--- src/rtl/demux_1_4_stream_pkg.sv ---
// Shared types and sizes for the 1-to-4 stream demultiplexer.
//   N_OUT      : number of output channels
//   SEL_W      : width of the destination select
//   sel_t      : destination channel index
//   ch_state_e : per-channel holding register state (EMPTY/FULL == out_valid)
package demux_pkg;

  localparam int unsigned N_OUT = 4;
  localparam int unsigned SEL_W = 2;

  typedef logic [SEL_W-1:0] sel_t;

  typedef enum logic {
    EMPTY = 1'b0,
    FULL  = 1'b1
  } ch_state_e;

endpackage

--- src/rtl/demux_1_4_stream_if.sv ---
// Bus bundle for demux_1_4_stream: one producer stream in, four consumer
// streams out, plus per-channel delivered-beat counters.
//   master : producer/consumer side (drives in_*, out_ready)
//   slave  : demux side (drives in_ready, out_*, beat_cnt)
// Optional macro DEMUX_BCAST_EN adds the in_bcast input.
interface demux_1_4_stream_if
  import demux_pkg::*;
#(
  parameter int unsigned WIDTH = 4,
  parameter int unsigned CNT_W = 8
);

  logic [WIDTH-1:0]       in_data;
  sel_t                   in_sel;
  logic                   in_valid;
  logic                   in_ready;
  logic [N_OUT*WIDTH-1:0] out_data;
  logic [N_OUT-1:0]       out_valid;
  logic [N_OUT-1:0]       out_ready;
  logic [N_OUT*CNT_W-1:0] beat_cnt;
`ifdef DEMUX_BCAST_EN
  logic                   in_bcast;
`endif

  modport master (
`ifdef DEMUX_BCAST_EN
    output in_bcast,
`endif
    output in_data,
    output in_sel,
    output in_valid,
    input  in_ready,
    input  out_data,
    input  out_valid,
    output out_ready,
    input  beat_cnt
  );

  modport slave (
`ifdef DEMUX_BCAST_EN
    input  in_bcast,
`endif
    input  in_data,
    input  in_sel,
    input  in_valid,
    output in_ready,
    output out_data,
    output out_valid,
    input  out_ready,
    output beat_cnt
  );

endinterface

--- src/rtl/demux_1_4_stream_ch_reg.sv ---
// One output channel of the demux: a one-entry holding register with
// valid/ready handshake and a wrapping delivered-beat counter.
//   clk, rst   : clock, synchronous active-high reset
//   load       : an accepted input beat targets this channel
//   ld_data    : payload to capture on load
//   out_ready  : consumer accepts the held beat
//   out_valid  : holding register full
//   out_data   : held payload
//   beat_cnt   : number of delivered beats, modulo 2^CNT_W
module demux_ch_reg
  import demux_pkg::*;
#(
  parameter int unsigned WIDTH = 4,
  parameter int unsigned CNT_W = 8
) (
  input  logic             clk,
  input  logic             rst,
  input  logic             load,
  input  logic [WIDTH-1:0] ld_data,
  input  logic             out_ready,
  output logic             out_valid,
  output logic [WIDTH-1:0] out_data,
  output logic [CNT_W-1:0] beat_cnt
);

  ch_state_e        state_q, state_d;
  logic [WIDTH-1:0] data_q, data_d;
  logic [CNT_W-1:0] cnt_q, cnt_d;

  // State register
  always_ff @(posedge clk) begin
    if (rst) begin
      state_q <= EMPTY;
      data_q  <= '0;
      cnt_q   <= '0;
    end else begin
      state_q <= state_d;
      data_q  <= data_d;
      cnt_q   <= cnt_d;
    end
  end

  // Next state: load wins over unload so a same-cycle refill has no bubble
  always_comb begin
    state_d = state_q;
    data_d  = data_q;
    cnt_d   = cnt_q;
    case (state_q)
      EMPTY: begin
        if (load) state_d = FULL;
      end
      FULL: begin
        if (out_ready) cnt_d = cnt_q + CNT_W'(1);
        if (!load && out_ready) state_d = EMPTY;
      end
      default: state_d = EMPTY;
    endcase
    if (load) data_d = ld_data;
  end

  // Outputs
  always_comb begin
    out_valid = (state_q == FULL);
    out_data  = data_q;
    beat_cnt  = cnt_q;
  end

endmodule

--- src/rtl/demux_1_4_stream.sv ---
// Registered 1-to-4 stream demultiplexer. Each accepted input beat is
// written into the holding register of the channel chosen by in_sel;
// the input stalls only when that channel is full and not draining.
//   clk, rst : clock, synchronous active-high reset
//   bus      : demux_1_4_stream_if.slave (in_*, out_*, beat_cnt)
// Optional macro DEMUX_BCAST_EN: in_bcast=1 writes the beat to all four
// channels, accepted only when every channel can take it.
module demux_1_4_stream
  import demux_pkg::*;
#(
  parameter int unsigned WIDTH = 4,
  parameter int unsigned CNT_W = 8
) (
  input  logic                 clk,
  input  logic                 rst,
  demux_1_4_stream_if.slave    bus
);

  logic [N_OUT-1:0] ch_valid;
  logic [WIDTH-1:0] ch_data [N_OUT];
  logic [CNT_W-1:0] ch_cnt  [N_OUT];
  logic [N_OUT-1:0] free_c;
  logic [N_OUT-1:0] load_c;
  logic             bcast_c;
  logic             in_ready_c;
  logic             accept_c;

  // Acceptance and per-channel load decode
  always_comb begin
    bcast_c = 1'b0;
`ifdef DEMUX_BCAST_EN
    bcast_c = bus.in_bcast;
`endif
    free_c     = ~ch_valid | bus.out_ready;
    in_ready_c = bcast_c ? (&free_c) : free_c[bus.in_sel];
    accept_c   = bus.in_valid & in_ready_c;
    load_c     = '0;
    for (int k = 0; k < int'(N_OUT); k++) begin
      load_c[k] = accept_c & ((bus.in_sel == sel_t'(k)) | bcast_c);
    end
  end

  for (genvar g = 0; g < int'(N_OUT); g++) begin : g_ch
    demux_ch_reg #(
      .WIDTH (WIDTH),
      .CNT_W (CNT_W)
    ) u_ch (
      .clk       (clk),
      .rst       (rst),
      .load      (load_c[g]),
      .ld_data   (bus.in_data),
      .out_ready (bus.out_ready[g]),
      .out_valid (ch_valid[g]),
      .out_data  (ch_data[g]),
      .beat_cnt  (ch_cnt[g])
    );
  end

  // Pack channel outputs onto the bus
  always_comb begin
    bus.in_ready  = in_ready_c;
    bus.out_valid = ch_valid;
    bus.out_data  = '0;
    bus.beat_cnt  = '0;
    for (int k = 0; k < int'(N_OUT); k++) begin
      bus.out_data[k*WIDTH +: WIDTH] = ch_data[k];
      bus.beat_cnt[k*CNT_W +: CNT_W] = ch_cnt[k];
    end
  end

endmodule

--- src/flat_wrapper.sv ---
// flat-port wrapper written by rule: the top's interface ports become plain ports
module demux_1_4_stream_flat import demux_pkg::*;
#(
  parameter int unsigned WIDTH = 4,
  parameter int unsigned CNT_W = 8
)
  (clk, rst, bus_in_data, bus_in_sel, bus_in_valid, bus_in_ready, bus_out_data, bus_out_valid, bus_out_ready, bus_beat_cnt);
  demux_1_4_stream_if #(.WIDTH(WIDTH), .CNT_W(CNT_W)) bus_i ();
  input  logic clk;
  input  logic rst;
  input wire logic [$bits(bus_i.in_data)-1:0] bus_in_data;
  input wire logic [$bits(bus_i.in_sel)-1:0] bus_in_sel;
  input wire logic [$bits(bus_i.in_valid)-1:0] bus_in_valid;
  output wire logic [$bits(bus_i.in_ready)-1:0] bus_in_ready;
  output wire logic [$bits(bus_i.out_data)-1:0] bus_out_data;
  output wire logic [$bits(bus_i.out_valid)-1:0] bus_out_valid;
  input wire logic [$bits(bus_i.out_ready)-1:0] bus_out_ready;
  output wire logic [$bits(bus_i.beat_cnt)-1:0] bus_beat_cnt;
  assign bus_i.in_data = bus_in_data;
  assign bus_i.in_sel = bus_in_sel;
  assign bus_i.in_valid = bus_in_valid;
  assign bus_in_ready = bus_i.in_ready;
  assign bus_out_data = bus_i.out_data;
  assign bus_out_valid = bus_i.out_valid;
  assign bus_i.out_ready = bus_out_ready;
  assign bus_beat_cnt = bus_i.beat_cnt;
  demux_1_4_stream #(.WIDTH(WIDTH), .CNT_W(CNT_W)) u_core (.clk(clk), .rst(rst), .bus(bus_i));
endmodule
--- config.mk ---
export PLATFORM = sky130hd
export DESIGN_NAME = demux_1_4_stream_flat
export DESIGN_NICKNAME = d
export VERILOG_FILES = /design/src/rtl/demux_1_4_stream_pkg.sv /design/src/rtl/demux_1_4_stream_if.sv /design/src/rtl/demux_1_4_stream_ch_reg.sv /design/src/rtl/demux_1_4_stream.sv /design/src/flat_wrapper.sv
export SDC_FILE = /design/constraint.sdc
export NUM_CORES = 1
export LEC_CHECK = 0
export ABC_AREA = 1
export CORE_ASPECT_RATIO = 0.9
export CORE_MARGIN = 5
export CORE_UTILIZATION = 29
export CTS_CLUSTER_SIZE = 40
export DETAILED_ROUTE_END_ITERATION = 10
export GPL_ROUTABILITY_DRIVEN = 0
export SYNTH_ARGS = -nofsm -noshare
export SYNTH_HDL_FRONTEND = slang
export SYNTH_HIERARCHICAL = 1
export SYNTH_SLANG_ARGS = --single-unit
--- constraint.sdc ---
create_clock -name clk -period 1.6 [get_ports clk]
set_clock_uncertainty 0.1 [all_clocks]
set_input_delay 0.4 -clock clk [delete_from_list [all_inputs] [get_ports clk]]
set_output_delay 0.4 -clock clk [all_outputs]
set_load 0.01 [all_outputs]
=== Yosys cells after proc, flatten, opt, wreduce, memory -nomap -nowiden ===
Index checks and enable logic that the tools add are counted.

* Input port bits: 13
* Output and inout port bits: 53
* Flip-flop bits (word level): 52
* Logic and storage cells: 58

* Reductions and logical operators: 13
* Magnitude comparators: 1
* Equality and inequality tests: 3
* $add $sub $neg: 4
* Bitwise gates (word level): 11
* Multiplexer cells: 14

{| class="wikitable"
|+ Operator list
! kind !! count
|-
| $add 8x1->8 const B || 4
|-
| $mux 1 || 9
|-
| $pmux 1 s2 || 4
|-
| $reduce_and 2->1 || 4
|-
| $and 1x1->1 || 5
|-
| $eq 2x2->1 const B || 2
|-
| $logic_and 1x1->1 || 4
|-
| $logic_not 1->1 || 4
|-
| $not 1->1 || 4
|-
| $not 4->4 || 1
|-
| $or 4x4->4 || 1
|-
| $lt 2x3->1 const B || 1
|-
| $bmux 1 s2 || 1
|-
| $eq 2x1->1 const B || 1
|-
| $logic_not 2->1 || 1
|}

=== Depth between registers and ports, before layout ===
Gate-level depths: netlist (run 1).

* Depth after elaboration: 10
* Depth in mapped cells: 9

=== Cells and area by module ===
The synthesis (run 1) kept the hierarchy.

{| class="wikitable"
|+ By module, submodules not included
! module !! cells each !! area an instance (um^2) !! instances !! sequential area each (um^2)
|-
| demux_ch_reg || 82 || 574.3 || 4 || 260.2
|-
| demux_1_4_stream || 32 || 135.1 || 1 || 0.0
|}

=== Least setup slack after synthesis (run 1) ===
Ideal clock, no wire load.

* Path type: input port to output port
* From: in bus_in_sel[1]
* To: out bus_in_ready
* Slack: 0.230 ns
* Cell stages on the path: 5
* Required time: 1.100 ns
* Arrival: 0.870 ns
* Buffers on the path: 0
* Cell sequence: inv_1 nand2_1 nor2_1 nor2_2 and2_2

* Word-level cells in the longest chain between the ends: 2

{| class="wikitable"
|+ RTL lines
! what !! line !! RTL
|-
| from (decl) || flat_wrapper.sv:12 || <nowiki>input wire logic [$bits(bus_i.in_sel)-1:0] bus_in_sel;</nowiki>
|-
| $bmux 1 s2 || demux_1_4_stream.sv:35 || <nowiki>in_ready_c = bcast_c ? (&free_c) : free_c[bus.in_sel];</nowiki>
|-
| $mux 1 (not written as such) || demux_1_4_stream.sv:35 ||
|-
| to (decl) || flat_wrapper.sv:14 || <nowiki>output wire logic [$bits(bus_i.in_ready)-1:0] bus_in_ready;</nowiki>
|}

No other way between the ends. The select of a mux whose other input is x is not followed.

=== Final worst setup path (run 1) ===
* From: reg u_core.g_ch[1].u_ch.state_q
* To: out bus_in_ready

* Word-level cells in the longest chain between the ends: 4

{| class="wikitable"
|+ RTL lines
! what !! line !! RTL
|-
| from (decl) || demux_1_4_stream_ch_reg.sv:26 || <nowiki>ch_state_e state_q, state_d;</nowiki>
|-
| from (signal assigned) || demux_1_4_stream_ch_reg.sv:37 || <nowiki>state_q <= state_d;</nowiki>
|-
| $not 4->4 || demux_1_4_stream.sv:34 || <nowiki>free_c = ~ch_valid | bus.out_ready;</nowiki>
|-
| $or 4x4->4 || demux_1_4_stream.sv:34 ||
|-
| $bmux 1 s2 || demux_1_4_stream.sv:35 ||
|-
| $mux 1 (not written as such) || demux_1_4_stream.sv:35 ||
|}

No other way between the ends. The select of a mux whose other input is x is not followed.

==> results_dict.tcl, run 1 <==
set metrics [dict create \
    synthMuxAreaShare 0 \
    cp-end-kind "output port" \
    detailed_place_hpwl_mm 4.847 \
    layout_commonest_cell "nor2_1" \
    synth-compound-area-share 0.1029 \
    worst-path-stages 5 \
    die_h_um 96.88 \
    synth_top_family_by_area "simple AND/OR/NAND/NOR gates" \
    synthTopCellsByArea "dfxtp_1 43%, nor2_1 12%, nand2_1 11%" \
    holdCritPathClass "in -> reg" \
    clk_latency_ps 300 \
    cts_buffers 5 \
    root_buffer "clkbuf_8" \
    holdBufCountCts 0 \
    reg2regPathDepth 10 \
    yosys.area_share.xor_xnor 0 \
    cp_max_fo 2 \
    fmax_ghz 0.6200 \
    crit_end "bus_in_ready" \
    clkTransAtPathRegs_ps 90 \
    n_antenna_cell 0 \
    required_ps 1100 \
    slew-limit-headroom 0.7848 \
    critPathArrivalTime_ps 1110 \
    worstSetupStartpointType "flip-flop" \
    drv_slew 0 \
    grt_util_all_layers 0.1271 \
    fp.dieW_um 106.5 \
    crit_family "simple AND/OR/NAND/NOR gates" \
    yosys_warnings 6 \
    clkSinkCount 52 \
    internal-power_uw 1744 \
    critPathBufInv 1 \
    grt_max_degree 15 \
    die_area_um2 10320 \
    antenna_found_initial 0 \
    p_sw_uw 582.7 \
    vias 2445 \
    io_buffers 65 \
    pin_count 66 \
    finalSetupViolations 1 \
    seqPwrFrac 0.578 \
    layout_setup_ws_ps -12.92 \
    area_growth_pct 42.90 \
    final_antenna_net_count 0 \
    synthAdderAreaFrac 0.02058 \
    dr.pass1.iters 4 \
    reg2reg_slack_ps 60 \
    reg2reg_to "u_core/g_ch[3].u_ch/out_data[1]" \
    cap_violations 0 \
    violations "setup timing" \
    tightest_slew_ps 322.4 \
    r2r-start "u_core/g_ch[3].u_ch/out_valid" \
    htree_levels 2 \
    synth-simple-area-share 0.3462 \
    crit_start "u_core/g_ch[1].u_ch/out_valid" \
    crit_chain "nand2_2 > nor2_4 > nor2_2 > and2_4 > buf_6" \
    drc 0 \
    fin_setup_tns_ps -12.92 \
    cp_slowest_stage_delay_ps 340 \
    worst_ir_drop_vdd_mv 0.3843 \
    ys_seq_elements 52 \
    status "complete, but fails checks" \
    layout_common_cells "68 x nor2_1, 62 x nand2_1, 56 x inv_1, 50 x dlygate4sd2_1, 39 x dfxtp_1" \
    cts_tree "done" \
    yosys.cell_types.count 17 \
    fin_nets 477 \
    routed_wl_mm 6.303 \
    syn_avg_cell_area_um2 6.756 \
    fillerInstances 855 \
    crit_slowest_cell "dfxtp_2" \
    leakagePower_uw 0.001807 \
    yosysTopAreaCellShare 0.4280 \
    dp.cells 551 \
    syn_nets 377 \
    drive_gt1_frac 0.2065 \
    yosysSeqAreaShare 0.4280 \
    rows 31 \
    grt_pass1_vias 2424 \
    initial_core_util 0.3000 \
    fin_crit_sh 1.008 \
    switching_share 0.2504 \
    core_um2 8107 \
    drt_iter0_drc 87 \
    power_density_nw_per_um2 669.4 \
    grt_overflow 0 \
    stdcell_count 559 \
    hold_viol_final 0 \
    grt_pass1_wl_mm 10.92 \
    cts.path.max_buffers 2 \
    rsz0062_at_grt "true" \
    drt-vias-per-instance 4.374 \
    combPwrFrac 0.113 \
    pwr-share-clk 0.309 \
    wl_per_cell_um 11.28 \
    yosysTopAreaCell "dfxtp_1" \
    critPathKind "reg -> out" \
    synth.cell_area_um2 2432 \
    period_needed_ps 1613 \
    syn_inst 360 \
    whs_path_depth 5 \
]
[power by group through the flow]
stage / combinational, uW / clock, uW / sequential [uW]
finish: 263 / 719 / 1340
floorplan: 90.5 / 0 / 1390
CTS: 257 / 759 / 1340
global placement: 277 / 0 / 1370
global route: 295 / 799 / 1350
detailed placement: 281 / 0 / 1370
[cells by family after synthesis]
kind of cell | count (synthesis)
fa+ha+maj | 4
simple gates | 191
flops | 52
buf+inv | 65
compound gates | 48
[per-stage QoR]
step                  util  setup slack, ps  total power [uW]  area [um2]  hold WS (ps)
CTS                 0.4249           -151.3              2360        3445         405.0
global route        0.4288           -70.25              2445        3476         402.0
finish              0.4288           -12.92              2327        3476         381.7
detailed placement  0.4218           -803.2              1655        3420         389.9
global placement    0.4218           -789.8              1652        3420         389.3
floorplan                -            229.6              1480        2432         369.1
[state kept, by name (all words and copies together), names as in the netlist]
| register | count |
|---|---|
| u_core/g_ch.u_ch/beat_cnt | 32 |
| u_core/g_ch.u_ch/out_data | 16 |
| u_core/g_ch.u_ch/out_valid | 4 |
[how the worst min path moves through the flow]
stage                                                from                              end  slack, ps
after CTS                 u_core/g_ch[1].u_ch/beat_cnt[0]  u_core/g_ch[1].u_ch/beat_cnt[0]        410
after global placement    u_core/g_ch[0].u_ch/out_data[3]  u_core/g_ch[0].u_ch/out_data[3]        390
final                                    bus_out_ready[3]    u_core/g_ch[3].u_ch/out_valid        380
after global routing                     bus_out_ready[3]    u_core/g_ch[3].u_ch/out_valid        400
after detailed placement  u_core/g_ch[1].u_ch/out_data[2]  u_core/g_ch[1].u_ch/out_data[2]        390
after floorplan                                       rst    u_core/g_ch[0].u_ch/out_valid        370
[cell type report]
cell class,instances,area [um2],share of cell area
Clock buffer,6,72.57,0.02088
Clock inverter,1,5.005,0.001440
Inverter,61,229.0,0.06587
Sequential cell,52,1057,0.3042
Tap cell,99,123.9,0.03564
Multi-Input combinational cell,243,1189,0.3420
Timing Repair Buffer,97,799.5,0.2300
[worst register-to-register path: cells and delay by family, from the launching register on]
family / cells / cell delay (ps)
flops: 1 / 340
simple gates: 6 / 480
compound gates: 1 / 140
buf+inv: 3 / 370
[timing repair]
item	4_1_cts	5_1_grt
resized for setup	75	41
buffers inserted	1	0
setup endpoints to repair	67	12
pin swaps	3	9
[metal layers]
metal	vias to the layer above	global-route usage	share of wire	routed length, um
met3	10	0.03795	0.056	355
met5	-	0	0	0
li1	1319	-	-	-
met1	1066	0.1515	0.47	2953
met2	50	0.2192	0.46	2892
met4	0	0.03835	0.016	102
[cell usage after synthesis (all sizes together)]
cell type  count
a21oi         24
buf            4
nor2          84
nand3         27
o21ai         20
and2           1
ha             4
nand4          6
o21a           4
dfxtp         52
inv           61
nand2         73
No activity file was read; power rests on OpenSTA's default activity.
==> run 2, diff against run 1 <==
Settings changed: CORE_UTILIZATION 29 to 48, PLACE_DENSITY set to 0.8.
==> results_dict.tcl, run 2 (synthesis results as in run 1) <==
set metrics [dict create \
    status "complete, but fails checks" \
    violations "setup timing" \
    rows 24 \
    initial_core_util 0.5000 \
    critPathArrivalTime_ps 1130 \
    tightest_slew_ps 301.7 \
    leakagePower_uw 0.001834 \
    io_buffers 65 \
    drc 0 \
    drive_gt1_frac 0.1918 \
    slew-limit-headroom 0.7987 \
    cts_tree "done" \
    grt_pass1_wl_mm 10.18 \
    largest_reg_flops 32 \
    fp.dieW_um 85.04 \
    area_growth_pct 42.44 \
    hold_viol_final 0 \
    dpl-instance-area_um2 3385 \
    vias 2453 \
    stdcell_area_um2 3465 \
    wl_per_cell_um 11.26 \
    crit_slowest_cell "clkdlybuf4s15_2" \
    grt_util_all_layers 0.1816 \
    holdBufCountCts 0 \
    worst_ir_drop_vdd_mv 0.6025 \
    grt_pass1_vias 2393 \
    dr.pass1.iters 4 \
    root_buffer "clkbuf_8" \
    layout_common_cells "73 x nor2_1, 66 x nand2_1, 55 x inv_1, 51 x dlygate4sd2_1, 42 x dfxtp_1" \
    rsz0062_at_grt "true" \
    clkSinkCount 52 \
    clk_latency_ps 300 \
    cts_buffers 5 \
    cp_slowest_stage_delay_ps 210 \
    final_util 0.7122 \
    crit_chain "clkdlybuf4s15_2 > inv_2 > nand2_1 > nor2_1 > nor2_1 > and2_4 > buf_6" \
    detailed_place_hpwl_mm 4.458 \
    fin_nets 481 \
    antenna_found_initial 0 \
    fillerInstances 427 \
    fin_crit_sh 1.020 \
    finalSetupViolations 1 \
    place_ws_ps -809.0 \
    drt-vias-per-instance 4.637 \
    grt_overflow 0 \
    fmax_ghz 0.6126 \
    htree_levels 2 \
    hold_start "bus_out_ready[1]" \
    die_area_um2 6593 \
    critPathKind "in -> out" \
    required_ps 1100 \
    pin_count 66 \
    n_antenna_cell 0 \
    cp_max_fo 2 \
    crit_family "buffers and inverters" \
    holdCritPathClass "in -> reg" \
    drt_iter0_drc 84 \
    cp_common_cell "nor2_1" \
    cp-end-kind "output port" \
    final_antenna_net_count 0 \
    routed_wl_mm 5.954 \
    r2r-start "u_core/g_ch[0].u_ch/out_valid" \
    crit_start "bus_out_ready[0]" \
    critPathBufInv 3 \
    layout_commonest_cell "nor2_1" \
    cts.path.max_buffers 2 \
    worstSetupStartpointType "input pin" \
    cap_violations 0 \
    clkTransAtPathRegs_ps 90 \
    power_density_nw_per_um2 696.9 \
    period_needed_ps 1632 \
    die_h_um 77.53 \
    layout_setup_ws_ps -32.39 \
    core_um2 4865 \
    grt_max_degree 15 \
    drv_slew 0 \
]
run 2: cell type report:
type,count,area [um2],area share
clock buffers,7,96.34,0.02781
inverters,61,229.0,0.06609
multi-input cells,243,1161,0.3351
flip-flops and latches,52,1054,0.3041
well taps,65,81.33,0.02347
repair buffers,101,843.3,0.2434
run 2: metrics by stage:
| step | hold WS [ps] | cells | TNS, ps | total power [uW] |
|---|---|---|---|---|
| finish | 387.8 | 529 | -32.39 | 2414 |
| global route | 399.5 | 529 | -91.94 | 2513 |
| CTS | 381.1 | 529 | -53.70 | 2435 |
| detailed placement | 396.1 | 518 | -9803 | 1656 |
| global placement | 386.5 | 518 | -8894 | 1650 |
| floorplan | 369.1 | 360 | 0 | 1480 |
run 2: power by group:
group / leakage (uW) / switching, uW / internal, uW / total (uW)
logic: 0.00136 / 142 / 129 / 271
registers: 0.000426 / 19.3 / 1320 / 1340
clock network: 0.0000503 / 413 / 386 / 799
total: 0.00183 / 574 / 1840 / 2410
run 2: final timing paths:
kind | to | slack (ps) | depth (start not counted)
max | bus_in_ready | -30 | 7
min | u_core/g_ch[1].u_ch/out_valid | 390 | 5
min reg2reg | u_core/g_ch[0].u_ch/beat_cnt[0] | 400 | 2
max reg2reg | u_core/g_ch[1].u_ch/out_data[2] | 200 | 9
run 2: metal layers:
metal	global-route usage	routed length, um
met3	0.04343	337
met2	0.3137	2836
met1	0.2239	2733
met5	0	0
met4	0.05380	46
run 2: worst min-delay path: stages:
cell,delay (ps)
buf_2,100
buf_4,120
inv_1,40
nand2_1,50
a21oi_1,50
run 2: timing repair:
item                                   in CTS  in global routing
buffers inserted                            4                  0
gates resized for setup                    86                 15
setup endpoints to repair                  69                 11
pin swaps                                   6                  7
gates cloned                                0                  0
endpoints found under the hold margin       0                  0
==> run 3, diff against run 2 <==
Settings changed: CORE_ASPECT_RATIO 0.9 to 1.75, CTS_CLUSTER_DIAMETER set to 150, SKIP_LAST_GASP set to 1.
==> results_dict.tcl, run 3 (synthesis results as in run 1) <==
set metrics [dict create \
    grt_pass1_vias 2330 \
    clk_latency_ps 290 \
    drt-vias-per-instance 4.909 \
    worst_ir_drop_vdd_mv 0.8333 \
    cp-end-kind "output port" \
    grt_max_degree 15 \
    reg2reg_to "u_core/g_ch[2].u_ch/out_data[1]" \
    rows 34 \
    rsz0062_at_grt "true" \
    vias 2469 \
    n_antenna_cell 0 \
    holdCritPathClass "in -> reg" \
    cts_setup_buffers 0 \
    stdcell_count 503 \
    routed_wl_mm 5.556 \
    cap_violations 0 \
    die_area_um2 6647 \
    period_needed_ps 1623 \
    dpl-instance-area_um2 3288 \
    cp_common_cell "nor2_2" \
    final_antenna_net_count 0 \
    pwr-share-clk 0.330 \
    worstSetupStartpointType "input pin" \
    reg2reg_slack_ps 260 \
    whs_path_depth 4 \
    drive_gt1_frac 0.1559 \
    wl_per_cell_um 11.05 \
    detailed_place_hpwl_mm 4.423 \
    grt_util_all_layers 0.1666 \
    grt_overflow 0 \
    crit_start "bus_out_ready[2]" \
    layout_common_cells "71 x nor2_1, 66 x nand2_1, 58 x inv_1, 52 x dlygate4sd2_1, 44 x dfxtp_1" \
    grt_pass1_wl_mm 9.487 \
    hold_viol_final 0 \
    root_buffer "clkbuf_8" \
    status "complete, but fails checks" \
    power_density_nw_per_um2 708.9 \
    cts_buffers 5 \
    dr.pass1.iters 4 \
    critPathKind "in -> out" \
    dp.cells 496 \
    layout_setup_ws_ps -23.00 \
    antenna_found_initial 0 \
    largest_reg_flops 32 \
    place_ws_ps -861.8 \
    reg2regPathDepth 8 \
    slew-limit-headroom 0.7899 \
    pin_count 66 \
    crit_chain "clkdlybuf4s15_1 > inv_1 > nand2_2 > nor2_2 > nor2_2 > and2_4 > buf_6" \
    layout_commonest_cell "nor2_1" \
    fin_nets 466 \
    cts.path.max_buffers 2 \
    htree_levels 2 \
    holdBufCountCts 0 \
    switching_share 0.2298 \
    leakagePower_uw 0.001766 \
    critPathArrivalTime_ps 1120 \
    critPathBufInv 3 \
    cp_max_fo 2 \
    combPwrFrac 0.101 \
    p_sw_uw 541.6 \
    drv_slew 0 \
    die_h_um 104.2 \
    fp.dieW_um 63.81 \
    required_ps 1100 \
    crit_slowest_cell "clkdlybuf4s15_1" \
    tightest_slew_ps 314.8 \
    io_buffers 65 \
    stdcell_area_um2 3324 \
    crit_end "bus_in_ready" \
    finalSetupViolations 1 \
    drc 0 \
    internal-power_uw 1815 \
    cp_slowest_stage_delay_ps 190 \
    drt_iter0_drc 107 \
    seqPwrFrac 0.570 \
    fmax_ghz 0.6161 \
    cts_tree "done" \
    core_um2 4935 \
    clkTransAtPathRegs_ps 90 \
    fin_crit_sh 1.014 \
    clkSinkCount 52 \
    worst-path-stages 7 \
    crit_family "buffers and inverters" \
    area_growth_pct 36.68 \
    r2r-start "u_core/g_ch[3].u_ch/out_valid" \
    violations "setup timing" \
    finalPower_uw 2357 \
    initial_core_util 0.4929 \
]
-- run 3: changes by cell type in the layout (fill, tap and decap cells not counted), moves of 2 or more --
cell      before  now
dfxtp_1       42   44
inv_1         55   58
buf_2          3    0
nor2_2         7    9
dfxtp_2       10    8
buf_4         35   21
nor2_1        73   71
clkbuf_2       1    5
inv_2          6    3
-- run 3: timing repair --
action,CTS,global route
gates resized for setup,70,22
endpoints found under the setup margin,73,5
pin swaps,2,7
-- run 3: worst min-delay path by stage --
stage | startpoint | to | slack (ps)
2_1_floorplan | rst | u_core/g_ch[0].u_ch/out_valid | 370
3_3_place_gp | u_core/g_ch[3].u_ch/out_data[2] | u_core/g_ch[3].u_ch/out_data[2] | 380
3_5_place_dp | u_core/g_ch[2].u_ch/out_data[0] | u_core/g_ch[2].u_ch/out_data[0] | 390
4_1_cts | u_core/g_ch[3].u_ch/out_data[3] | u_core/g_ch[3].u_ch/out_data[3] | 410
5_1_grt | bus_out_ready[3] | u_core/g_ch[3].u_ch/out_valid | 330
6_report | bus_out_ready[3] | u_core/g_ch[3].u_ch/out_valid | 320
-- run 3: metrics by stage --
step	hold slack, ps	utilization	TNS (ps)
floorplan	369.1	-	0
global placement	379.2	0.6663	-10920
detailed placement	387.3	0.6663	-11890
CTS	411.0	0.6724	-230.3
global route	331.6	0.6737	-61.07
finish	315.7	0.6737	-23.00
-- run 3: tightest hold or removal path: cells and delay by family --
kind,cells,cell delay [ps]
compound gates,1,50
buf+inv,2,180
simple gates,1,50
-- run 3: final cells by class --
type / instances / area [um2]
inverter: 61 / 229.0
tap: 54 / 67.56
timing repair buffer: 86 / 719.4
multi-input combinational: 243 / 1161
fill: 449 / 1610
sequential: 52 / 1051
clock buffer: 7 / 96.34
-- run 3: per-layer routing --
layer | part of all wire | wire length (um) | global-route usage
met1 | 0.40 | 2241 | 0.1854
met2 | 0.54 | 3011 | 0.3094
met3 | 0.042 | 236 | 0.02811
met4 | 0.012 | 66 | 0.05052
met5 | 0 | 0 | 0
-- run 3: power by group through the flow --
stage | sequential, uW | combinational (uW) | clock, uW
2_1_floorplan | 1390 | 90.5 | 0
3_3_place_gp | 1370 | 257 | 0
3_5_place_dp | 1370 | 263 | 0
4_1_cts | 1340 | 238 | 804
5_1_grt | 1350 | 265 | 851
6_report | 1340 | 237 | 777
